$ cat src/rtl/fc_mac_sequencer.sv
// ============================================================================
// Module  : fc_mac_sequencer
// Brief   : One FC neuron: streams (activation, weight) pairs, Q5.11 multiply
//           with saturating requantize, saturating accumulate onto a bias.
// Revision: 1.0 - initial release
// ============================================================================
`default_nettype none

module fc_mac_sequencer #(
  parameter int DATA_W = 16,
  parameter int FRAC_W = 11,
  parameter int LEN_W  = 10
) (
  input  logic              clk,
  input  logic              rst_n,
  input  logic              start,
  input  logic [LEN_W-1:0]  length,
  input  logic [DATA_W-1:0] bias,
  input  logic              in_valid,
  output logic              in_ready,
  input  logic [DATA_W-1:0] in_data,
  input  logic [DATA_W-1:0] in_weight,
  output logic              out_valid,
  input  logic              out_ready,
  output logic [DATA_W-1:0] out_data,
  output logic              sat_flag,
  output logic              busy
);

  localparam logic [DATA_W-1:0] c_max = {1'b0, {(DATA_W-1){1'b1}}};
  localparam logic [DATA_W-1:0] c_min = {1'b1, {(DATA_W-1){1'b0}}};

  typedef enum logic [1:0] {
    ST_IDLE = 2'd0,
    ST_RUN  = 2'd1,
    ST_OUT  = 2'd2
  } state_t;

  state_t              r_state;
  logic [LEN_W-1:0]    r_cnt;
  logic [LEN_W-1:0]    r_len;
  logic [DATA_W-1:0]   r_acc;
  logic [DATA_W-1:0]   r_s1_q;
  logic                r_s1_vld;
  logic                r_sat;
  logic                r_out_valid;
  logic                r_busy;

  logic                w_accept;
  logic signed [2*DATA_W-1:0] w_p;
  logic signed [2*DATA_W-1:0] w_sh;
  logic                w_q_ovf;
  logic [DATA_W-1:0]   w_q;
  logic [DATA_W:0]     w_s;
  logic                w_s_ovf;
  logic [DATA_W-1:0]   w_acc_next;

  assign in_ready  = (r_state == ST_RUN) && (r_cnt != r_len);
  assign w_accept  = in_valid & in_ready;

  // Truncating shift keeps floor semantics; the value fits the output format
  // only when every bit from the output sign upward is a sign copy.
  assign w_p     = $signed(in_data) * $signed(in_weight);
  assign w_sh    = w_p >>> FRAC_W;
  assign w_q_ovf = !((&w_sh[2*DATA_W-1:DATA_W-1]) || (~|w_sh[2*DATA_W-1:DATA_W-1]));
  assign w_q     = w_q_ovf ? (w_sh[2*DATA_W-1] ? c_min : c_max) : w_sh[DATA_W-1:0];

  assign w_s        = {r_acc[DATA_W-1], r_acc} + {r_s1_q[DATA_W-1], r_s1_q};
  assign w_s_ovf    = w_s[DATA_W] != w_s[DATA_W-1];
  assign w_acc_next = w_s_ovf ? (w_s[DATA_W] ? c_min : c_max) : w_s[DATA_W-1:0];

  assign out_valid = r_out_valid;
  assign out_data  = r_acc;
  assign sat_flag  = r_sat;
  assign busy      = r_busy;

  always_ff @(posedge clk or negedge rst_n) begin
    if (!rst_n) begin
      r_state     <= ST_IDLE;
      r_cnt       <= '0;
      r_len       <= '0;
      r_acc       <= '0;
      r_s1_q      <= '0;
      r_s1_vld    <= 1'b0;
      r_sat       <= 1'b0;
      r_out_valid <= 1'b0;
      r_busy      <= 1'b0;
    end else begin
      r_s1_vld <= w_accept;
      if (w_accept) begin
        r_s1_q <= w_q;
        r_cnt  <= r_cnt + LEN_W'(1);
      end
      // Stage 2 also fires on the RUN->OUT edge to absorb the last product.
      if (r_s1_vld) begin
        r_acc <= w_acc_next;
      end
      r_sat <= r_sat | (w_accept & w_q_ovf) | (r_s1_vld & w_s_ovf);

      case (r_state)
        ST_IDLE: begin
          if (start) begin
            r_len   <= length;
            r_acc   <= bias;
            r_cnt   <= '0;
            r_sat   <= 1'b0;
            r_busy  <= 1'b1;
            r_state <= ST_RUN;
          end
        end
        ST_RUN: begin
          if (r_cnt == r_len) begin
            r_out_valid <= 1'b1;
            r_state     <= ST_OUT;
          end
        end
        ST_OUT: begin
          if (out_ready) begin
            r_out_valid <= 1'b0;
            r_busy      <= 1'b0;
            r_state     <= ST_IDLE;
          end
        end
        default: begin
          r_out_valid <= 1'b0;
          r_busy      <= 1'b0;
          r_state     <= ST_IDLE;
        end
      endcase
    end
  end

endmodule

`default_nettype wire

$ cat config.mk
export PLATFORM = sky130hd
export DESIGN_NAME = fc_mac_sequencer
export DESIGN_NICKNAME = d
export VERILOG_FILES = /design/src/rtl/fc_mac_sequencer.sv
export SDC_FILE = /design/constraint.sdc
export NUM_CORES = 1
export LEC_CHECK = 0
export ABC_AREA = 1
export CORE_ASPECT_RATIO = 0.5
export CORE_MARGIN = 3
export CORE_UTILIZATION = 55
export CTS_CLUSTER_DIAMETER = 150
export DETAILED_ROUTE_END_ITERATION = 16
export PLACE_DENSITY_LB_ADDON = 0.1
export SLEW_MARGIN = 20
export SYNTH_ARGS = -nofsm -noshare
export SYNTH_HDL_FRONTEND = slang
export SYNTH_SLANG_ARGS = --single-unit
$ cat constraint.sdc
create_clock -name clk -period 3.04 [get_ports clk]
set_clock_uncertainty 0.2 [all_clocks]
set_input_delay 0.912 -clock clk [delete_from_list [all_inputs] [get_ports clk]]
set_output_delay 0.912 -clock clk [all_outputs]
set_load 0.01 [all_outputs]
Word-level counts from Yosys, hierarchy flattened --
Cells that the tools add are included.
Cells by class: add/subtract/negate cells 2, multiply operators 1, divide/modulo/power cells 0, order comparisons 0, eq/ne operators 8, shifts and indexed selects 0, mux-type cells 21, bitwise logic cells 7, reduce and logical (&&, ||, !) cells 11
Operators with widths (count):
- 16-bit 2-to-1 mux | 7
- 16-bit by 16-bit multiplier with 32-bit output | 1
- 10-bit 2-to-1 mux | 3
- 16-bit by 16-bit adder with 17-bit output | 1
- 10-bit by 1-bit adder with 10-bit output (second input constant) | 1
- 10-bit == test | 1
- 10-bit inequality test | 1
- 3-bit AND reduction | 3
- 2-bit 2-to-1 mux | 3
- 1-bit case mux with 3 select lines | 2
- 2-bit case mux with 3 select lines | 1
- 6-bit AND reduction | 1
- 6-bit OR reduction | 1
- 1-bit 2-to-1 mux | 5
- 2-bit inequality test (second input constant) | 2
- 1-bit AND | 3
- 2-bit by 1-bit == test with 1-bit output (second input constant) | 1
- 2-bit == test (second input constant) | 1
- 1-bit logical NOT | 2
- 2-bit logical NOT | 1
- 2-bit by 1-bit inequality test with 1-bit output (second input constant) | 1
- 1-bit NOT | 2
- 1-bit bitwise OR | 2
- 2-bit AND reduction | 1
- 3 further kinds | 3
Word-level totals: flip-flop bits (word level) 58, latch bits 0, bits in writable memories 0, ROM bits 0, input port bits 63, output and inout bits 20, logic and storage cells 59, memories 0

Depth between registers and ports, before layout --
Gate-level depths: netlist of run 1.
depth in word-level cells 10, mapped depth 35, depth with buffers taken out 32

Worst setup path after synthesis of run 1 --
No wires, ideal clock.
kind input to register, from input in_data[15], to register r_s1_q[10], arrival time 6503 ps, slack -3736 ps, stages 28, path buffers 2, cells stage by stage clkbuf_1 -> nand2_1 -> inv_1 -> fa_1 -> inv_1 -> fa_1 -> inv_1 -> fa_1 -> inv_1 -> fa_1 -> fa_1 -> inv_1 -> fa_1 -> ha_1 -> inv_1 -> nor3_1 -> inv_1 -> nor2_1 -> and3_1 -> nand2_2 -> nand3_1 -> nand2_2 -> nor2_2 -> nand2_2 -> nand2_4 -> buf_12 -> nand2_2 -> a21oi_2
On the way: word-level cells in the longest chain between the ends 5, elaborated cells on any way between the ends 7
Ends and longest elaborated chain:
- start, declared | line 21 | input logic [DATA_W-1:0] in_data,
- 16-bit by 16-bit multiplier with 32-bit output * | line 63 | assign w_p = $signed(in_data) * $signed(in_weight);
- 6-bit OR reduction | line 65 | assign w_q_ovf = !((&w_sh[2*DATA_W-1:DATA_W-1]) || (~|w_sh[2*DATA_W-1:DATA_W-1]));
- 1-bit logical NOT | line 65
- 1-bit logical OR | line 65
- 16-bit 2-to-1 mux * | line 66 | assign w_q = w_q_ovf ? (w_sh[2*DATA_W-1] ? c_min : c_max) : w_sh[DATA_W-1:0];
- end signal, assigned | line 91 | r_s1_q <= w_q;
- end, declared | line 43 | logic [DATA_W-1:0] r_s1_q;
Mark *: on every way between the ends. The rest lies on a longest branch, timed or not. A chain may end at the register's enable or synchronous reset.

Worst setup path after layout of run 1 --
from input in_data[7], to register r_sat, in the netlist sat_flag
On the way: word-level cells in the longest chain between the ends 10, elaborated cells on any way between the ends 11
Ends and longest elaborated chain:
- 16-bit by 16-bit multiplier with 32-bit output * | line 63
- 6-bit OR reduction | line 65
- 1-bit logical NOT | line 65
- 1-bit logical OR * | line 65
- 1-bit logical NOT * | line 65
- 1-bit AND * | line 98 | r_sat <= r_sat | (w_accept & w_q_ovf) | (r_s1_vld & w_s_ovf);
- 1-bit bitwise OR * (2 in a row) | line 98
- 1-bit 2-to-1 mux | line 102 | if (start) begin
- 1-bit 2-to-1 mux * | line 100 | case (r_state)
- end signal, assigned | line 98
- end, declared | line 45 | logic r_sat;
Marks and branches as above.

==> results of run 1 <==
worst paths after layout:
| check | startpoint | to | slack (ns) | cells past startpoint |
|---|---|---|---|---|
| worst max register to register | out_data[0] | out_data[12] | 0.28 | 19 |
| min in group asynchronous | rst_n | out_data[4] | 0.40 | 1 |
| worst min register to register | out_valid | out_valid | 0.28 | 2 |
| worst min-delay path | out_valid | out_valid | 0.28 | 2 |
| max in group asynchronous | rst_n | r_s1_q[14] | 1.55 | 2 |
| worst max-delay path | in_data[7] | sat_flag | -3.61 | 31 |
per-layer routing:
layer,wire length [um],share of wire (%),vias to the layer above
met1,18090,43,6236
met5,0,0,-
met4,1282,3.0,0
met2,18940,45,581
met3,3996,9.4,124
li1,-,-,6057
logic make-up (layout without fill, tap and decap cells):
group	after synthesis	in the layout
compound gates	153	153
xor+xnor	47	47
fa+ha+maj	358	358
buf+inv	587	899
flops	58	58
simple gates	674	675
sequential cells by signal (all words and copies together) (netlist names):
| signal | count |
|---|---|
| out_valid | 1 |
| busy | 1 |
| r_s1_vld | 1 |
| r_s1_q | 16 |
| sat_flag | 1 |
| r_len | 10 |
| r_state | 2 |
| r_cnt | 10 |
| out_data | 16 |
Yosys cell counts (4+ instances only):
library cell	instances
a21oi_1	74
a21oi_2	10
a31oi_1	16
clkbuf_1	63
dfrtp_1	58
fa_1	262
ha_1	96
inv_1	516
nand2_1	487
nand2_2	20
nand3_1	38
nand4_1	4
nor2_1	78
nor2_2	6
nor3_1	9
nor4_1	4
o21ai_0	33
o21bai_1	6
or2_2	19
xnor2_1	16
xor2_1	31
metrics by stage:
step / util (%) / worst slack, ns / setup TNS [ns]
after floorplan: - / -3.388 / -56.31
after global placement: 69.24 / -4.204 / -70.96
after detailed placement: 69.24 / -4.287 / -72.17
after CTS: 76.00 / -3.497 / -58.92
after global routing: 77.34 / -3.816 / -64.07
final: 77.34 / -3.610 / -60.75
area by class of cell:
cell class / instances / area (um2) / area share, %
Timing Repair Buffer: 365 / 3486 / 18.27
Sequential cell: 58 / 1451 / 7.606
Clock buffer: 10 / 239.0 / 1.252
Clock inverter: 5 / 78.83 / 0.4131
Tap cell: 336 / 420.4 / 2.203
Multi-Input combinational cell: 1233 / 11440 / 59.96
Inverter: 519 / 1964 / 10.29
tightest hold or removal path, cell delays in order (launching register included):
cell and delay, ns:
dfrtp_1 0.34, nand2_1 0.05, o21ai_0 0.06
what timing repair did:
item	in CTS	in global routing
gates resized for setup	233	102
gates cloned	12	1
setup buffers	71	9
endpoints found under the setup margin	18	28
pin swaps	130	81
==> reports/qor.txt, run 1 <==
Status: finished, violations left
Failing checks: setup timing
Max Cap Viol: 0
Ys flop type: dfrtp_1
Arr. time, crit path: 6.66 ns
Yosys cell types: 43
Worst path slowest cell: fa_1
Mux contribution to synthesized area: 0%
CTS max path bufs: 2
Period minus WS final: 6.650 ns
Post-DR vias/cell: 5.146
Antenna violations before repair: 1
DRT Pass-1 Iters: 5
Tot GR Track Use: 31.08%
Total CTS buffers: 9
Overflow after GRT: 0
Core area: 24670 um2
Final hold violation count: 0
NumNets Final: 2607
Worst setup EP type: register
GR peak layer: met2
Synth Area in Compound Gates: 6.257%
Async S/R FF share, synth: 100.0%
Number of synthesized register bits: 58
Worst-Margin Slew: 0.6502 ns
Total Wirelength: 42.30 mm
Critical Path RT: 3.05 ns
Die Span Y: 119.6 um
Hold-fix buffers, CTS: 0
Area Overhead vs Synth: 34.41%
Remaining DRCs: 0
Post-synth EDFFs: 0
CP bufs+invs: 11
Syn Nets: 2298
Most frequent cells in the layout: inv_1, nand2_1, fa_1, buf_4, ha_1
1st-iter DRT viols: 992
Worst hold slack: 0.2816 ns
Slew Viols, Final: 0
Fillers: 1747
Routed length per instance: 16.75 um
Initial Util: 57.54%
Final period util: 218.7%
RSZ-0062 raised after global routing: yes
Via count: 13000
Diodes inserted: 0
Post-route insts no fill: 2526
HP Class: reg2reg
Adder-Cell Fraction of Synth Area: 45.40%
Die X: 233.2 um
Largest family of logic cells by synthesized area: adder cells
Vias in the first global route: 13420
Met3 Usage GRT: 6.025%
Cell area after synthesis: 14200 um2
Final Cell Area: 19080 um2
Synth top area share: 36.94%
Die footprint: 27890 um2
Detail Route Antenna Nets: 0
Synth Instances: 1877
GPL Wtd Cong: 0.9580
Startpoint types: input port
Layout cells sized above 1: 26.39%
Clock slew at reported path FFs: 0.05 ns
Routing usage on met2: 49.58%
Largest net degree at the start of global routing: 29
Sequential fraction of the synthesis area: 10.22%
Most common cell after layout, fill and taps aside: inv_1
Fmax achieved: 150.4 MHz
Met1 Track Usage GR: 43.51%
Yosys warns: 0
Placed insts: 2419
CP max FO: 4
Crit-path most repeated cell: fa_1
Xor-xnor portion of the synthesized cell area: 2.899%
Avg Cell Area, Syn: 7.564 um2
Setup violations, final: 17
Worst path top cell family by delay: adder cells
Biggest area consumer among synthesized cells: fa_1
Clock Latency Late Sink: 0.33 ns
Setup CP Type: in2reg
Placement Cell Area: 17090 um2
First-pass GRT wire length: 68.52 mm
Setup WS post-layout: -3.610 ns
Synth area leaders: fa_1, inv_1, nand2_1, dfrtp_1, ha_1
FP Rows: 40
CTS tree: built
Simple-Gate Fraction of Synth Area: 19.49%
Clock Sinks: 58
Port Buffers: 82
Relative slew margins: 56.65%
Worst path max stage delay: 0.63 ns
H-tree Lvls: 3
Final HPWL from detailed placement: 30.69 mm
CTS root buf: clkbuf_16
Ports: 83
Power of run 1 is not shown: default switching activity piles up to over one toggle a cycle in this logic, so the estimate is an artifact.
==> inputs of run 2 (changes only) <==
Settings changed: CORE_UTILIZATION 55 to 50.
Clock period 3.04 ns to 6.9 ns, I/O delays scaled along.
==> run 2 against run 1 <==
  * The run still ends with setup timing left
  * Non-clock buffer count fell by 10
  * Wire length decreased by 5.1%
  * Worst setup slack improved by 2.8 ns
  * Cell count rose by 1.1%
  * Critical path depth down 2
  * Register-to-register slack better by 3.6 ns
  * Sequential share of layout area fell by 0.051 points
  * Critical endpoint is now r_s1_q[2]
  * Highest routed layer unchanged
==> reports/qor.txt, run 2 (synthesis gave the netlist of run 1 again) <==
Antenna violations before repair: 0 (was 1)
Total Wirelength: 40.16 mm (was 42.30 mm)
CP max FO: 7 (was 4)
Diodes inserted: 0 (unchanged)
Crit-path most repeated cell: fa_1 (unchanged)
Port Buffers: 82 (unchanged)
Worst path max stage delay: 0.61 ns (was 0.63 ns)
Total CTS buffers: 9 (unchanged)
FP Rows: 42 (was 40)
Largest net degree at the start of global routing: 59 (was 29)
Post-DR vias/cell: 4.963 (was 5.146)
RSZ-0062 raised after global routing: yes (unchanged)
DRT Pass-1 Iters: 5 (unchanged)
Final Cell Area: 19210 um2 (was 19080 um2)
Area Overhead vs Synth: 35.30% (was 34.41%)
Die X: 244.3 um (was 233.2 um)
Relative slew margins: 38.23% (was 56.65%)
CTS max path bufs: 2 (unchanged)
Ports: 83 (unchanged)
Worst path top cell family by delay: adder cells (unchanged)
Startpoint types: input port (unchanged)
Overflow after GRT: 0 (unchanged)
Period minus WS final: 7.739 ns
Worst setup EP type: register (unchanged)
Slew Viols, Final: 0 (unchanged)
Initial Util: 52.26% (was 57.54%)
Clock slew at reported path FFs: 0.05 ns (about the same)
Max Cap Viol: 0 (unchanged)
H-tree Lvls: 3 (unchanged)
Final hold violation count: 0 (unchanged)
Worst hold slack: 0.2786 ns (was 0.2816 ns)
Clock Sinks: 58 (unchanged)
Final HPWL from detailed placement: 30.47 mm (was 30.69 mm)
Routed length per instance: 15.72 um (was 16.75 um)
First-pass GRT wire length: 66.23 mm (was 68.52 mm)
CTS tree: built (unchanged)
Sequential cell area: 1451 um2 (unchanged)
Vias in the first global route: 12990 (was 13420)
Via count: 12680 (was 13000)
1st-iter DRT viols: 760 (was 992)
NumNets Final: 2597 (was 2607)
Die footprint: 30580 um2 (was 27890 um2)
Setup CP Type: in2reg (unchanged)
Post-route insts no fill: 2555 (was 2526)
Most frequent cells in the layout: inv_1, nand2_1, fa_1, buf_4, ha_1 (unchanged)
Placed insts: 2450 (was 2419)
Hold-fix buffers, CTS: 0 (unchanged)
Status: finished, violations left (unchanged)
Most common cell after layout, fill and taps aside: inv_1 (unchanged)
CP bufs+invs: 10 (was 11)
Final period util: 112.2%
HP Class: reg2reg (unchanged)
GPL Wtd Cong: 0.8957 (was 0.9580)
Fmax achieved: 129.2 MHz
Tot GR Track Use: 26.77% (was 31.08%)
Worst path slowest cell: fa_1 (unchanged)
Core area: 27170 um2 (was 24670 um2)
Multi-input gate area: 11630 um2 (was 11440 um2)
Worst-Margin Slew: 0.9255 ns (was 0.6502 ns)
Remaining DRCs: 0 (unchanged)
Critical Path RT: 6.91 ns (was 3.05 ns)
Clock Latency Late Sink: 0.32 ns (was 0.33 ns)
Setup WS post-layout: -0.8386 ns (was -3.610 ns)
Arr. time, crit path: 7.75 ns (was 6.66 ns)
Placement Setup Slack: -1.623 ns (was -4.287 ns)
Fillers: 2170 (was 1747)
Die Span Y: 125.2 um (was 119.6 um)
Placement Cell Area: 17070 um2 (was 17090 um2)
Setup violations, final: 17 (unchanged)
Detail Route Antenna Nets: 0 (unchanged)
CTS root buf: clkbuf_16 (unchanged)
Failing checks: setup timing (unchanged)
Layout cells sized above 1: 28.38% (was 26.39%)
-- run 2: metrics by stage --
stage,utilization (%),TNS [ns]
detailed placement,62.82,-26.91
finish,70.71,-13.72
CTS,68.33,-12.85
floorplan,-,-10.37
global route,70.71,-16.70
global placement,62.82,-26.12
-- run 2: worst paths after layout --
| check | start | end | slack (ns) | depth (start not counted) |
|---|---|---|---|---|
| max | in_data[15] | r_s1_q[2] | -0.84 | 29 |
| min | busy | busy | 0.28 | 2 |
| max reg2reg | out_data[0] | out_data[13] | 3.87 | 16 |
| min reg2reg | busy | busy | 0.28 | 2 |
| max in group asynchronous | rst_n | r_s1_q[9] | 4.31 | 2 |
| min in group asynchronous | rst_n | out_data[3] | 1.68 | 2 |
-- run 2: timing repair --
action	4_1_cts	5_1_grt
pin swaps	73	104
gates resized for setup	229	183
hold endpoints to repair	0	0
setup buffers	59	19
cloned	12	0
endpoints found under the setup margin	17	17
-- run 2: final cells by class --
class / count / area share (%)
Sequential cell: 58 / 7.556
Timing Repair Buffer: 355 / 17.68
Tap cell: 374 / 2.436
Multi-Input combinational cell: 1233 / 60.57
Clock buffer: 12 / 1.283
Clock inverter: 4 / 0.2670
Inverter: 519 / 10.21
-- run 2: tightest hold or removal path: cells and delay by family (launching register included) --
kind | cells | cell delay, ns
AND/OR/NAND/NOR | 2 | 0.10
flip-flops | 1 | 0.34
-- run 2: metal layers --
layer	vias up	part of all wire, %	wire, um	GRT usage [%]
met1	6151	46	18590	39.26
met5	-	0	0	0
met2	426	45	17890	42.72
li1	6038	-	-	-
met4	0	1.8	705	4.428
met3	66	7.4	2972	4.322
Power of run 2 is left out for the same reason.
==> inputs of run 3 (changes only) <==
Settings changed: SETUP_SLACK_MARGIN from default to 0.3.
==> run 3 against run 2 <==
  * The flow still finishes with violations (setup timing)
  * Via count is 0.55% lower
  * Critical path depth is 3 higher
  * Flip-flop and latch count unchanged
  * Wire length is essentially flat
  * Final area fell by 0.18%
==> reports/qor.txt, run 3 (synthesis gave the netlist of run 1 again) <==
Status: finished, violations left (unchanged)
Failing checks: setup timing (unchanged)
Relative slew margins: 38.38% (was 38.23%)
Ports: 83 (unchanged)
Final hold violation count: 0 (unchanged)
Worst-Margin Slew: 0.9232 ns (was 0.9255 ns)
Worst-case reg-to-reg path depth: 16 (unchanged)
DRT Pass-1 Iters: 5 (unchanged)
Clock Sinks: 58 (unchanged)
RSZ-0062 raised after global routing: yes (unchanged)
Worst path max stage delay: 0.60 ns (was 0.61 ns)
Routed length per instance: 15.71 um (was 15.72 um)
Area Overhead vs Synth: 35.07% (was 35.30%)
Total CTS buffers: 9 (unchanged)
Fmax achieved: 130.1 MHz (was 129.2 MHz)
Setup WS post-layout: -0.7870 ns (was -0.8386 ns)
Hold Path Depth: 2 (unchanged)
Slew Viols, Final: 0 (unchanged)
Remaining DRCs: 0 (unchanged)
Tot GR Track Use: 26.77% (unchanged)
Worst path slowest cell: fa_1 (unchanged)
CTS max path bufs: 2 (unchanged)
Post-layout util: 70.58% (was 70.71%)
Overflow after GRT: 0 (unchanged)
Die Span Y: 125.2 um (unchanged)
Diodes inserted: 0 (unchanged)
FP Rows: 42 (unchanged)
Startpoint types: input port (unchanged)
Most frequent cells in the layout: inv_1, nand2_1, fa_1, buf_4, ha_1 (unchanged)
Die footprint: 30580 um2 (unchanged)
CP max FO: 8 (was 7)
NumNets Final: 2598 (was 2597)
Placement Setup Slack: -1.623 ns (unchanged)
Final HPWL from detailed placement: 30.47 mm (unchanged)
Largest net degree at the start of global routing: 59 (unchanged)
Clock Latency Late Sink: 0.32 ns (about the same)
Layout cells sized above 1: 28.14% (was 28.38%)
Fillers: 2181 (was 2170)
Setup violations, final: 17 (unchanged)
Antenna violations before repair: 0 (unchanged)
Arr. time, crit path: 7.73 ns (was 7.75 ns)
1st-iter DRT viols: 771 (was 760)
Core area: 27170 um2 (unchanged)
Final period util: 111.4% (was 112.2%)
Worst setup EP type: register (unchanged)
Total Wirelength: 40.17 mm (was 40.16 mm)
Setup CP Type: in2reg (unchanged)
Via count: 12610 (was 12680)
Max Cap Viol: 0 (unchanged)
HP Class: reg2reg (unchanged)
Port Buffers: 82 (unchanged)
CTS tree: built (unchanged)
Post-route insts no fill: 2556 (was 2555)
Initial Util: 52.26% (unchanged)
Placed insts: 2450 (unchanged)
Most common cell after layout, fill and taps aside: inv_1 (unchanged)
Period minus WS final: 7.687 ns (was 7.739 ns)
GPL Wtd Cong: 0.8957 (unchanged)
Die X: 244.3 um (unchanged)
Vias in the first global route: 12990 (unchanged)
Sequential cell area: 1451 um2 (unchanged)
Detail Route Antenna Nets: 0 (unchanged)
CTS root buf: clkbuf_16 (unchanged)
First-pass GRT wire length: 66.23 mm (unchanged)
Multi-input gate area: 11600 um2 (was 11630 um2)
H-tree Lvls: 3 (unchanged)
Critical Path RT: 6.94 ns (was 6.91 ns)
Clock slew at reported path FFs: 0.05 ns (about the same)
Post-DR vias/cell: 4.934 (was 4.963)
-- run 3: layout make-up --
type,count,share of cell area (%)
clock buffers,12,1.285
inverters,519,10.22
multi-input cells,1233,60.47
flip-flops and latches,58,7.569
clock inverters,4,0.2675
repair buffers,356,17.74
well taps,374,2.440
-- run 3: critical path: cells and delay by family --
family          cells  cell delay [ns]
buf+inv            10             0.79
compound gates      3             0.51
fa+ha+maj           7             3.38
simple gates       12             0.96
-- run 3: repair_timing --
action | 4_1_cts | 5_1_grt
pin swaps | 73 | 100
hold endpoints to repair | 0 | 0
cloned | 12 | 0
setup endpoints to repair | 17 | 17
buffers inserted | 59 | 19
hold buffers | 0 | 0
resized for setup | 229 | 169
-- run 3: final timing paths --
kind / start / end / slack [ns]
setup / recovery: in_data[15] / r_s1_q[6] / -0.79
hold / removal: busy / busy / 0.28
setup reg to reg: out_data[0] / out_data[13] / 3.87
hold reg to reg: busy / busy / 0.28
max in group asynchronous: rst_n / r_s1_q[9] / 4.31
min in group asynchronous: rst_n / out_data[3] / 1.68
-- run 3: routing by layer --
layer,wire length [um],GRT usage (%),vias up
li1,-,-,6042
met1,18650,39.26,6125
met2,17930,42.72,387
met3,2895,4.322,57
met4,689,4.428,0
met5,0,0,-
-- run 3: metrics by stage --
step / instance area, um2 / hold slack (ns) / TNS, ns
floorplan: 14700 / 0.2570 / -10.37
global placement: 17070 / 0.2652 / -26.12
detailed placement: 17070 / 0.2701 / -26.91
CTS: 18570 / 0.2843 / -12.85
global route: 19180 / 0.3101 / -16.51
finish: 19180 / 0.2786 / -12.98
Power of run 3 is left out for the same reason.
